--- src/rtl/time_of_day.sv ---
// Time-of-day counter (hh:mm:ss) advanced by a one-second tick, with a validated load path.
// Optional daily alarm is enabled by defining TIME_OF_DAY_ALARM_EN.
module time_of_day #(
    parameter int HOURS = 24
) (
    input  logic       i_clk,
    input  logic       i_rst,
    input  logic       i_tick,
    input  logic       i_load_valid,
    output logic       o_load_ready,
    input  logic [4:0] i_load_hh,
    input  logic [5:0] i_load_mm,
    input  logic [5:0] i_load_ss,
    output logic [4:0] o_hh,
    output logic [5:0] o_mm,
    output logic [5:0] o_ss,
    output logic       o_min_pulse,
    output logic       o_day_wrap,
    output logic       o_load_err
`ifdef TIME_OF_DAY_ALARM_EN
    ,
    input  logic       i_alarm_set,
    input  logic [4:0] i_alarm_hh,
    input  logic [5:0] i_alarm_mm,
    output logic       o_alarm
`endif
);

    localparam logic [4:0] HH_LIM = 5'(HOURS);
    localparam logic [4:0] HH_MAX = 5'(HOURS - 1);

    typedef enum logic {S_IDLE, S_APPLY} state_t;

    state_t     r_state;
    logic       r_load_ready;
    logic [4:0] r_hold_hh;
    logic [5:0] r_hold_mm;
    logic [5:0] r_hold_ss;
    logic [4:0] r_hh;
    logic [5:0] r_mm;
    logic [5:0] r_ss;
    logic       r_min_pulse;
    logic       r_day_wrap;
    logic       r_load_err;

    logic       w_accept;
    logic       w_do_tick;
    logic       w_hold_ok;
    logic       w_ss_wrap;
    logic       w_mm_wrap;
    logic       w_hh_wrap;
    logic [4:0] w_hh_next;
    logic [5:0] w_mm_next;
    logic [5:0] w_ss_next;

    assign w_accept  = i_load_valid && r_load_ready;
    assign w_do_tick = i_tick && (r_state == S_IDLE) && !w_accept;
    assign w_hold_ok = (r_hold_hh < HH_LIM) && (r_hold_mm <= 6'd59) && (r_hold_ss <= 6'd59);

    // Whole carry chain resolves in one cycle.
    assign w_ss_wrap = (r_ss == 6'd59);
    assign w_mm_wrap = (r_mm == 6'd59);
    assign w_hh_wrap = (r_hh == HH_MAX);
    assign w_ss_next = w_ss_wrap ? 6'd0 : r_ss + 6'd1;
    assign w_mm_next = w_ss_wrap ? (w_mm_wrap ? 6'd0 : r_mm + 6'd1) : r_mm;
    assign w_hh_next = (w_ss_wrap && w_mm_wrap) ? (w_hh_wrap ? 5'd0 : r_hh + 5'd1) : r_hh;

`ifdef TIME_OF_DAY_ALARM_EN
    logic       r_alarm_armed;
    logic [4:0] r_alarm_hh;
    logic [5:0] r_alarm_mm;
    logic       r_alarm;

    always_ff @(posedge i_clk) begin
        if (i_rst) begin
            r_alarm_armed <= 1'b0;
            r_alarm_hh    <= 5'd0;
            r_alarm_mm    <= 6'd0;
            r_alarm       <= 1'b0;
        end else begin
            if (i_alarm_set) begin
                r_alarm_armed <= 1'b1;
                r_alarm_hh    <= i_alarm_hh;
                r_alarm_mm    <= i_alarm_mm;
            end
            // Only tick-driven arrivals at hh:mm:00 ring; loads never do.
            r_alarm <= w_do_tick && r_alarm_armed && w_ss_wrap &&
                       (w_mm_next == r_alarm_mm) && (w_hh_next == r_alarm_hh);
        end
    end

    assign o_alarm = r_alarm;
`endif

    always_ff @(posedge i_clk) begin
        if (i_rst) begin
            r_state      <= S_IDLE;
            r_load_ready <= 1'b0;
            r_hold_hh    <= 5'd0;
            r_hold_mm    <= 6'd0;
            r_hold_ss    <= 6'd0;
            r_hh         <= 5'd0;
            r_mm         <= 6'd0;
            r_ss         <= 6'd0;
            r_min_pulse  <= 1'b0;
            r_day_wrap   <= 1'b0;
            r_load_err   <= 1'b0;
        end else begin
            r_min_pulse <= 1'b0;
            r_day_wrap  <= 1'b0;
            r_load_err  <= 1'b0;
            case (r_state)
                S_IDLE: begin
                    if (w_accept) begin
                        r_hold_hh    <= i_load_hh;
                        r_hold_mm    <= i_load_mm;
                        r_hold_ss    <= i_load_ss;
                        r_state      <= S_APPLY;
                        r_load_ready <= 1'b0;
                    end else begin
                        r_load_ready <= 1'b1;
                        if (w_do_tick) begin
                            r_ss        <= w_ss_next;
                            r_mm        <= w_mm_next;
                            r_hh        <= w_hh_next;
                            r_min_pulse <= w_ss_wrap;
                            r_day_wrap  <= w_ss_wrap && w_mm_wrap && w_hh_wrap;
                        end
                    end
                end
                S_APPLY: begin
                    r_state      <= S_IDLE;
                    r_load_ready <= 1'b1;
                    if (w_hold_ok) begin
                        r_hh <= r_hold_hh;
                        r_mm <= r_hold_mm;
                        r_ss <= r_hold_ss;
                    end else begin
                        r_load_err <= 1'b1;
                    end
                end
                default: begin
                    r_state      <= S_IDLE;
                    r_load_ready <= 1'b0;
                end
            endcase
        end
    end

    assign o_load_ready = r_load_ready;
    assign o_hh         = r_hh;
    assign o_mm         = r_mm;
    assign o_ss         = r_ss;
    assign o_min_pulse  = r_min_pulse;
    assign o_day_wrap   = r_day_wrap;
    assign o_load_err   = r_load_err;

endmodule
--- config.mk ---
export PLATFORM = sky130hd
export DESIGN_NAME = time_of_day
export DESIGN_NICKNAME = d
export VERILOG_FILES = /design/src/rtl/time_of_day.sv
export SDC_FILE = /design/constraint.sdc
export NUM_CORES = 1
export LEC_CHECK = 0
export BUFFER_PORTS_ARGS = -buffer_cell sky130_fd_sc_hd__buf_2
export CELL_PAD_IN_SITES_DETAIL_PLACEMENT = 2
export CELL_PAD_IN_SITES_GLOBAL_PLACEMENT = 2
export CORE_MARGIN = 2
export CORE_UTILIZATION = 35
export CTS_BUF_LIST = sky130_fd_sc_hd__clkbuf_4 sky130_fd_sc_hd__clkbuf_8
export DETAILED_ROUTE_END_ITERATION = 7
export PLACE_DENSITY_LB_ADDON = 0.1
export REMOVE_ABC_BUFFERS = 1
export SETUP_SLACK_MARGIN = 0.02
export SLEW_MARGIN = 20
export SYNTH_ARGS = -nofsm -noshare
export SYNTH_HDL_FRONTEND = slang
export SYNTH_SLANG_ARGS = --single-unit
--- constraint.sdc ---
create_clock -name i_clk -period 5.1 [get_ports i_clk]
set_input_delay 0.51 -clock i_clk [delete_from_list [all_inputs] [get_ports i_clk]]
set_output_delay 0.51 -clock i_clk [all_outputs]
set_load 0.005 [all_outputs]
# After elaboration in Yosys (flattened, before gate mapping)
# Index checks and enable logic that the tools add are counted.
# totals
ff_bits	39
latchBits	0
mem_bits_rw	0
mem_bits_ro	0
inputBits	21
output_inout_bits	21
elab_cells	63
memories	0
# classes
n_addsub	3
mul	0
div_mod_pow	0
magnitude_cmp	3
eq_ne	8
shift	0
mux	22
n_bitwise	2
n_reduce_logical	14
# ops
cell	count
$mux W6	9
$mux W5	5
$pmux W6 S2	2
$add A6 B1 Y6 const B	2
$eq A6 B6 Y1 const B	2
$le A6 B6 Y1 const B	2
$pmux W5 S2	1
$reduce_and A4 Y1	2
$logic_and A1 B1 Y1	7
$ne A2 B2 Y1 const B	3
$add A5 B1 Y5 const B	1
$eq A5 B5 Y1 const B	1
$lt A5 B5 Y1 const B	1
$ne A2 B1 Y1 const B	2
$pmux W1 S2	2
$reduce_or A4 Y1	1
$mux W1	3
$reduce_and A3 Y1	1
$not A1 Y1	2
$reduce_and A2 Y1	1
$reduce_or A2 Y1	1
$logic_not A1 Y1	1

# Logic depth before layout (Yosys ltp)
# Gate-level depths: netlist of the first run.
# depth
ltp_word	6
depth_mapped	7
ltp_nobuf	6

# Worst setup path before layout of the first run
# Ideal clock, no wire load.
# synth_path
path_type	flip-flop to flip-flop
from	reg r_mm[0] (netlist: o_mm[0])
to	reg r_hh[3] (netlist: o_hh[3])
setup_time_ns	0.128
arrival_ns	1.572
required_ns	4.972
setup_slack_ns	3.400
path_stages_with_launch	7
n_path_buf	0
period_less_slack_ns	1.700
path_cell_list	dfxtp_1 -> ha_1 -> nor2b_1 -> a21oi_2 -> nor4_4 -> mux2i_1 -> nor2_1
# synth_between
elab_chain_cells	4
# synth_rtl
element	line	source
start: declaration	40	logic [5:0] r_mm;
start signal: assignment	124	r_mm <= w_mm_next;
start signal: assignment	136	r_mm <= r_hold_mm;
$eq A6 B6 Y1	62	assign w_mm_wrap = (r_mm == 6'd59);
$logic_and A1 B1 Y1	66	assign w_hh_next = (w_ss_wrap && w_mm_wrap) ? (w_hh_wrap ? 5'd0 : r_hh + 5'd1) : r_hh;
$ne A2 B1 Y1 (no line)	--	
$reduce_and A4 Y1 (no line)	--	
end signal: assignment	125	r_hh <= w_hh_next;
end signal: assignment	135	r_hh <= r_hold_hh;
end: declaration	39	logic [4:0] r_hh;
# Every way passes these cells.
# A chain may end at the register's enable or synchronous reset.

# Worst setup path in the final report of the first run
# layout_path
from	reg r_mm[0] (netlist: o_mm[0])
to	reg r_hh[4] (netlist: o_hh[4])
# Same word-level chain as after synthesis.

==> metrics.yaml, run 1 <==
status: "finished, final reports clean"
relSlewSlack: 0.3232
crit_path_cell_trace: "ha_1, nor2b_1, a21oi_2, nor4_4, mux2i_1, nor2_1"
vias: 1681
fmax_mhz: 495.5
die_x_um: 75.75
worstPathMaxFanout: 7
netlist-cell-type-count: 47
timing.final.crit_period_ns: 2.018
global_route.overflow_total: 0
arrival_ns: 2.19
worst_setup_hold_path_clk_slew_ns: 0.08
tritoncts_buffers: 5
nets: 255
cts_hold_buffers: 0
detailed_place_hpwl_um: 3863
synth-edff-count: 0
layout-drive-gt1-share: 0.2672
clock_power_share: 0.414
grt_first_pass_wirelength_um: 8680
synth-seq-area-share: 0.4333
dp_worst_setup_slack_ns: 3.089
placement.cell_area_mm2: 0.002072
power_report.internal_total_mw: 0.5010
clockRootBuffer: "sky130_fd_sc_hd__clkbuf_8"
vdd.ir_drop.worst_mv: 0.1581
synth_top_area_cell: "sky130_fd_sc_hd__dfxtp_1"
first_global_vias: 1729
crit_type: "reg -> reg"
fin_area_mm2: 0.002190
timing.setup.tns_ns: 0
port-buffer-count: 41
dominantRegCellSynth: "sky130_fd_sc_hd__dfxtp_1"
netlist_instances: 190
cellPowerDensity_mw_per_mm2: 304.5
fill_cell_total_of_the_finished_layout: 560
cts_resized: 0
setup.reg_to_reg.worst_slack_ns: 3.08
clock_insertion_delay_worst_skew_ns: 0.30
worst_ep_required_time_ns: 5.28
post_drt_wl_per_cell_um: 17.78
ys_warn_count: 0
netSwitchingPower_mw: 0.1656
switching_share: 0.2485
vias_per_cell: 5.566
postSynthRegisterBits: 39
fp.coreArea_mm2: 0.005042
drt_drc_violations_left: 0
tritoncts: "built"
synthTopCellsByArea: "sky130_fd_sc_hd__dfxtp_1, sky130_fd_sc_hd__a22o_1, sky130_fd_sc_hd__nor2_1"
synth_area_mm2: 0.001802
synth.top_cell.area_share: 0.4333
cts.repair_timing.setup_buffer_count: 0
final_util: 0.4342
grt_max_degree: 36
detailed_route_iter0_violations: 59
tightestPinTransition_ns: 1.012
clock_tree.htree_level_count: 2
setup_viol_count_final: 0
async_flop_share: 0
die_h_um: 75.75
hold-worst-slack_ns: 0.4128
critical_path.endpoint_type: "flop"
row_count: 26
layout_worst_path_cycle_share: 0.3957
wl_um: 5369
cp_slowest_stage_delay_ns: 0.52
drv.max_cap_violation_count: 0
worst_slack_ns: 3.082
drt_first_pass_iters: 4
slew_viol_final: 0
areaGrowthSynthToFinish_pct: 21.53
power.share.sequential: 0.491
timing.critical_path.slowest_stage_cell: "sky130_fd_sc_hd__nor4_4"
leakagePower_nw: 0.8638
clkSinkCount: 39
antenna_cells: 0
dieArea_mm2: 0.005738
grtUsageTotal: 0.2054
timing.final.hold_violations: 0
cts-root-to-sink-buffers: 2
power.combinational.fraction: 0.095
synth_commonest_cells: "sky130_fd_sc_hd__dfxtp_1, sky130_fd_sc_hd__nor2_1, sky130_fd_sc_hd__a22o_1"
post_synth.cell_area_avg_um2: 9.483
finalWeightedCongestion: 0.7554
clock_skew_ns: 0.006307
rsz0062_at_grt: "no"
number_of_antenna_violations_at_the_first_check_in_global_routing: 0
initial_core_util: 0.3573
synthMostInstantiatedCell: "sky130_fd_sc_hd__dfxtp_1"
pin_count: 42
worst_hold_path_type: "in -> reg"
antenna_left: 0
kind_of_launch_point_of_the_worst_setup_path: "flop"
## critical path: cells and delay by family, from the launching register on
family	cells	cell delay, ns
AND/OR/NAND/NOR	3	0.82
flip-flops	1	0.41
adder cells (fa/ha/maj)	1	0.27
multiplexers	1	0.25
AO/OA/AOI/OAI	1	0.15
## power by group through the flow
stage | clock [mW] | sequential [mW] | combinational (mW)
2_1_floorplan | 0 | 0.334 | 0.0337
3_3_place_gp | 0 | 0.333 | 0.0616
3_5_place_dp | 0 | 0.334 | 0.0642
4_1_cts | 0.283 | 0.327 | 0.0647
5_1_grt | 0.296 | 0.329 | 0.0715
6_report | 0.276 | 0.327 | 0.0636
## through the flow
step / power, mW / std cells
finish: 0.6667 / 302
CTS: 0.6748 / 302
floorplan: 0.3678 / 181
global placement: 0.3948 / 294
global route: 0.6970 / 302
detailed placement: 0.3987 / 294
## metal layers
layer | up-vias | share of wire | global-route usage | wire (µm)
met3 | 7 | 0.030 | 0.03042 | 159
li1 | 799 | - | - | -
met2 | 37 | 0.48 | 0.3429 | 2579
met5 | - | 0 | 0 | 0
met4 | 0 | 0.015 | 0.08187 | 80
met1 | 838 | 0.47 | 0.2651 | 2550
## sequential cells by signal, summed over array words and instances (netlist names), 5 cells and up
signal     count
r_hold_mm      6
o_hh           5
r_hold_ss      6
r_hold_hh      5
o_mm           6
o_ss           6
## cell families after synthesis
group	count (synthesis)	synth area share
AO/OA/AOI/OAI	65	0.2868
AND/OR/NAND/NOR	61	0.1847
flip-flops	39	0.4333
buffers and inverters	14	0.03125
multiplexers	6	0.03333
adder cells (fa/ha/maj)	3	0.02084
XOR/XNOR	2	0.009724
## area by class of cell
| class | count | area, µm² | share of cell area |
|---|---|---|---|
| clock buffer | 6 | 82.58 | 0.03771 |
| clock inverter | 2 | 35.03 | 0.01600 |
| inverter | 5 | 18.77 | 0.008571 |
| multi-input combinational | 137 | 964.7 | 0.4406 |
| sequential | 39 | 780.7 | 0.3566 |
| tap | 70 | 87.58 | 0.04000 |
| timing repair buffer | 43 | 220.2 | 0.1006 |
## cell usage in the layout, fill, tap and decap left out, types with 2 or more instances in the layout
cell	n
sky130_fd_sc_hd__nand2b_1	3
sky130_fd_sc_hd__mux2i_1	6
sky130_fd_sc_hd__and3_1	2
sky130_fd_sc_hd__a21oi_1	12
sky130_fd_sc_hd__nor2_1	20
sky130_fd_sc_hd__o32ai_1	2
sky130_fd_sc_hd__clkbuf_8	6
sky130_fd_sc_hd__and4b_1	2
sky130_fd_sc_hd__nor3_1	6
sky130_fd_sc_hd__nand2_1	11
sky130_fd_sc_hd__a221oi_1	3
sky130_fd_sc_hd__o31ai_1	3
sky130_fd_sc_hd__o21ai_0	4
sky130_fd_sc_hd__ha_1	3
sky130_fd_sc_hd__a211oi_1	7
sky130_fd_sc_hd__a22o_1	19
sky130_fd_sc_hd__buf_4	2
sky130_fd_sc_hd__nand3_1	6
sky130_fd_sc_hd__dfxtp_1	39
sky130_fd_sc_hd__nand4_1	2
sky130_fd_sc_hd__a22oi_1	2
sky130_fd_sc_hd__inv_1	4
sky130_fd_sc_hd__buf_2	41
## path summary, 6_finish.rpt
| path | start | end | cells past startpoint |
|---|---|---|---|
| worst max-delay path | o_mm[0] | o_hh[4] | 6 |
| worst min-delay path | i_load_mm[4] | r_hold_mm[4] | 2 |
| worst max register to register | o_mm[0] | o_hh[4] | 6 |
| worst min register to register | r_hold_ss[1] | r_hold_ss[1] | 1 |
Note: power is estimated with default switching activity, not from simulation.
==> run 2, diff against run 1 <==
Settings changed: CORE_UTILIZATION 35 to 33.
Clock period 5.1 ns to 1.9 ns, I/O delays scaled along.
==> metrics.yaml, run 2 (synthesized netlist as in run 1, its figures left out) <==
reg2reg_depth: 7  # was 6
worst_setup_hold_path_clk_slew_ns: 0.08  # about the same
final_util: 0.4381  # was 0.4342
power_report.internal_total_mw: 1.221  # was 0.5010 mW
power.share.sequential: 0.535  # was 0.491
timing.rr.start: "o_ss[0]"  # was o_mm[0]
initial_core_util: 0.3483  # was 0.3573
most-common-layout-cells: "sky130_fd_sc_hd__buf_2, sky130_fd_sc_hd__dfxtp_1, sky130_fd_sc_hd__nor2_1, sky130_fd_sc_hd__a22o_1, sky130_fd_sc_hd__buf_4"  # was sky130_fd_sc_hd__buf_2, sky130_fd_sc_hd__dfxtp_1, sky130_fd_sc_hd__nor2_1, sky130_fd_sc_hd__a22o_1, sky130_fd_sc_hd__a21oi_1
setup_viol_count_final: 0  # unchanged
crit_path_cell_trace: "ha_2, nand2b_1, o21a_4, nor4_4, buf_4, nor2_1, a211oi_2"  # was ha_1, nor2b_1, a21oi_2, nor4_4, mux2i_1, nor2_1
rsz0062_at_grt: "no"  # unchanged
areaGrowthSynthToFinish_pct: 25.76  # was 21.53%
worst_hold_path_type: "in -> reg"  # unchanged
nets: 266  # was 255
cts-root-to-sink-buffers: 2  # unchanged
finalWeightedCongestion: 0.8572  # was 0.7554
timing.final.crit_period_ns: 1.756  # was 2.018 ns
leakagePower_nw: 0.9069  # was 0.8638 nW
timing.critical_path.slowest_stage_cell: "sky130_fd_sc_hd__dfxtp_2"  # was sky130_fd_sc_hd__nor4_4
grt_first_pass_wirelength_um: 9425  # was 8680 µm
crit_type: "reg -> reg"  # unchanged
arrival_ns: 1.97  # was 2.19 ns
tritoncts_buffers: 5  # unchanged
worst_hold_startpoint: "i_load_ss[2]"  # was i_load_mm[4]
die_x_um: 77.89  # was 75.75 µm
tightestPinTransition_ns: 0.5650  # was 1.012 ns
worst_ep_required_time_ns: 2.11  # was 5.28 ns
dp_worst_setup_slack_ns: 0.009660  # was 3.089 ns
setup.reg_to_reg.worst_slack_ns: 0.14  # was 3.08 ns
first_global_vias: 1768  # was 1729
timing.final.hold_violations: 0  # unchanged
startpoint: "o_ss[0]"  # was o_mm[0]
antenna_cells: 0  # unchanged
detailed_route_iter0_violations: 72  # was 59
detailed_place_hpwl_um: 4215  # was 3863 µm
power.combinational.fraction: 0.116  # was 0.095
worst_slack_ns: 0.1435  # was 3.082 ns
wl_um: 5677  # was 5369 µm
critical_path.endpoint_type: "flop"  # unchanged
number_of_antenna_violations_at_the_first_check_in_global_routing: 0  # unchanged
clock_tree.htree_level_count: 2  # unchanged
clockRootBuffer: "sky130_fd_sc_hd__clkbuf_8"  # unchanged
mostFrequentLayoutCell: "sky130_fd_sc_hd__buf_2"  # unchanged
total_power_mw: 1.649  # was 0.6667 mW
relSlewSlack: 0.6213  # was 0.3232
drv.max_cap_violation_count: 0  # unchanged
worst_hold_depth: 2  # unchanged
vdd.ir_drop.worst_mv: 0.2670  # was 0.1581 mV
port-buffer-count: 41  # unchanged
drt_first_pass_iters: 4  # unchanged
pin_count: 42  # unchanged
netSwitchingPower_mw: 0.4287  # was 0.1656 mW
critical_r2r_capture: "o_hh[0]"  # was o_hh[4]
cellPowerDensity_mw_per_mm2: 727.9  # was 304.5 mW/mm²
slew_viol_final: 0  # unchanged
clock_skew_ns: 0.002943  # was 0.006307 ns
vias_per_cell: 5.529  # was 5.566
status: "finished, final reports clean"  # unchanged
drt_drc_violations_left: 0  # unchanged
layout-drive-gt1-share: 0.3264  # was 0.2672
row_count: 26  # unchanged
vias: 1725  # was 1681
tritoncts: "built"  # unchanged
grt_max_degree: 19  # was 36
clock_insertion_delay_worst_skew_ns: 0.29  # was 0.30 ns
cp_slowest_stage_delay_ns: 0.36  # was 0.52 ns
stdcell_count: 312  # was 302
kind_of_launch_point_of_the_worst_setup_path: "flop"  # unchanged
dieArea_mm2: 0.006067  # was 0.005738 mm²
worst-path-buf-inv: 1  # was 0
worstPathMaxFanout: 7  # unchanged
place_inst: 303  # was 294
hold-worst-slack_ns: 0.1032  # was 0.4128 ns
clock_power_share: 0.349  # was 0.414
global_route.overflow_total: 0  # unchanged
fmax_mhz: 569.3  # was 495.5 MHz
fp.coreArea_mm2: 0.005172  # was 0.005042 mm²
layout_worst_path_cycle_share: 0.9245  # was 0.3957
post_drt_wl_per_cell_um: 18.20  # was 17.78 µm
grtUsageTotal: 0.1966  # was 0.2054
cts_hold_buffers: 0  # unchanged
clkSinkCount: 39  # unchanged
switching_share: 0.2599  # was 0.2485
worst_hold_path.endpoint: "r_hold_ss[2]"  # was r_hold_mm[4]
worst_path_dominant_cell_family: "compound AO/OA/AOI/OAI gates"  # was simple AND/OR/NAND/NOR gates
antenna_left: 0  # unchanged
die_h_um: 77.89  # was 75.75 µm
## run 2: cell types whose count changed in the layout (fill, tap and decap cells not counted), sizes merged
cell	previous run	this run
buf	43	54
bufinv	1	0
## run 2: worst max path at each step
| stage | slack (ns) | depth (start not counted) | endpoint |
|---|---|---|---|
| 2_1_floorplan | -0.17 | 5 | o_mm[5] |
| 3_3_place_gp | 0.10 | 6 | o_mm[3] |
| 3_5_place_dp | 0.01 | 6 | o_hh[0] |
| 4_1_cts | 0.02 | 7 | o_hh[0] |
| 5_1_grt | 0.02 | 6 | o_hh[1] |
| 6_report | 0.14 | 7 | o_hh[0] |
## run 2: worst register-to-register path, stage by stage (launching register included)
cell and delay, ns:
sky130_fd_sc_hd__dfxtp_2 0.36, sky130_fd_sc_hd__ha_2 0.20, sky130_fd_sc_hd__nand2b_1 0.11, sky130_fd_sc_hd__o21a_4 0.28, sky130_fd_sc_hd__nor4_4 0.26, sky130_fd_sc_hd__buf_4 0.19, sky130_fd_sc_hd__nor2_1 0.06, sky130_fd_sc_hd__a211oi_2 0.21
## run 2: power by group through the flow
stage | logic (mW) | clock network (mW) | registers [mW]
detailed placement | 0.189 | 0 | 0.899
finish | 0.192 | 0.576 | 0.882
global route | 0.213 | 0.637 | 0.887
global placement | 0.180 | 0 | 0.897
floorplan | 0.0903 | 0 | 0.897
CTS | 0.192 | 0.596 | 0.880
## run 2: cell type report
class                           count  area [µm²]
Timing Repair Buffer               54       302.8
Tap cell                           70       87.58
Inverter                            5       18.77
Clock inverter                      1       5.005
Fill cell                         572        2907
Sequential cell                    39       784.5
Multi-Input combinational cell    137       984.7
Clock buffer                        6       82.58
## run 2: metrics by stage
stage | cell area [µm²] | TNS, ns
6_report | 2266 | 0
5_1_grt | 2266 | 0
4_1_cts | 2243 | 0
3_5_place_dp | 2140 | 0
3_3_place_gp | 2140 | 0
2_1_floorplan | 1764 | -1.072
## run 2: repair_timing
item | in CTS | in global routing
resized for setup | 1 | 7
pin swaps | 1 | 0
cloned | 0 | 0
setup buffers | 2 | 0
endpoints found under the setup margin | 3 | 9
## run 2: per-layer routing
| metal | global-route usage | share of wire | up-vias | routed length (µm) |
|---|---|---|---|---|
| li1 | - | - | 828 | - |
| met1 | 0.2704 | 0.50 | 855 | 2811 |
| met2 | 0.3095 | 0.46 | 36 | 2613 |
| met3 | 0.04535 | 0.034 | 6 | 191 |
| met4 | 0.05263 | 0.011 | 0 | 61 |
| met5 | 0 | 0 | - | 0 |
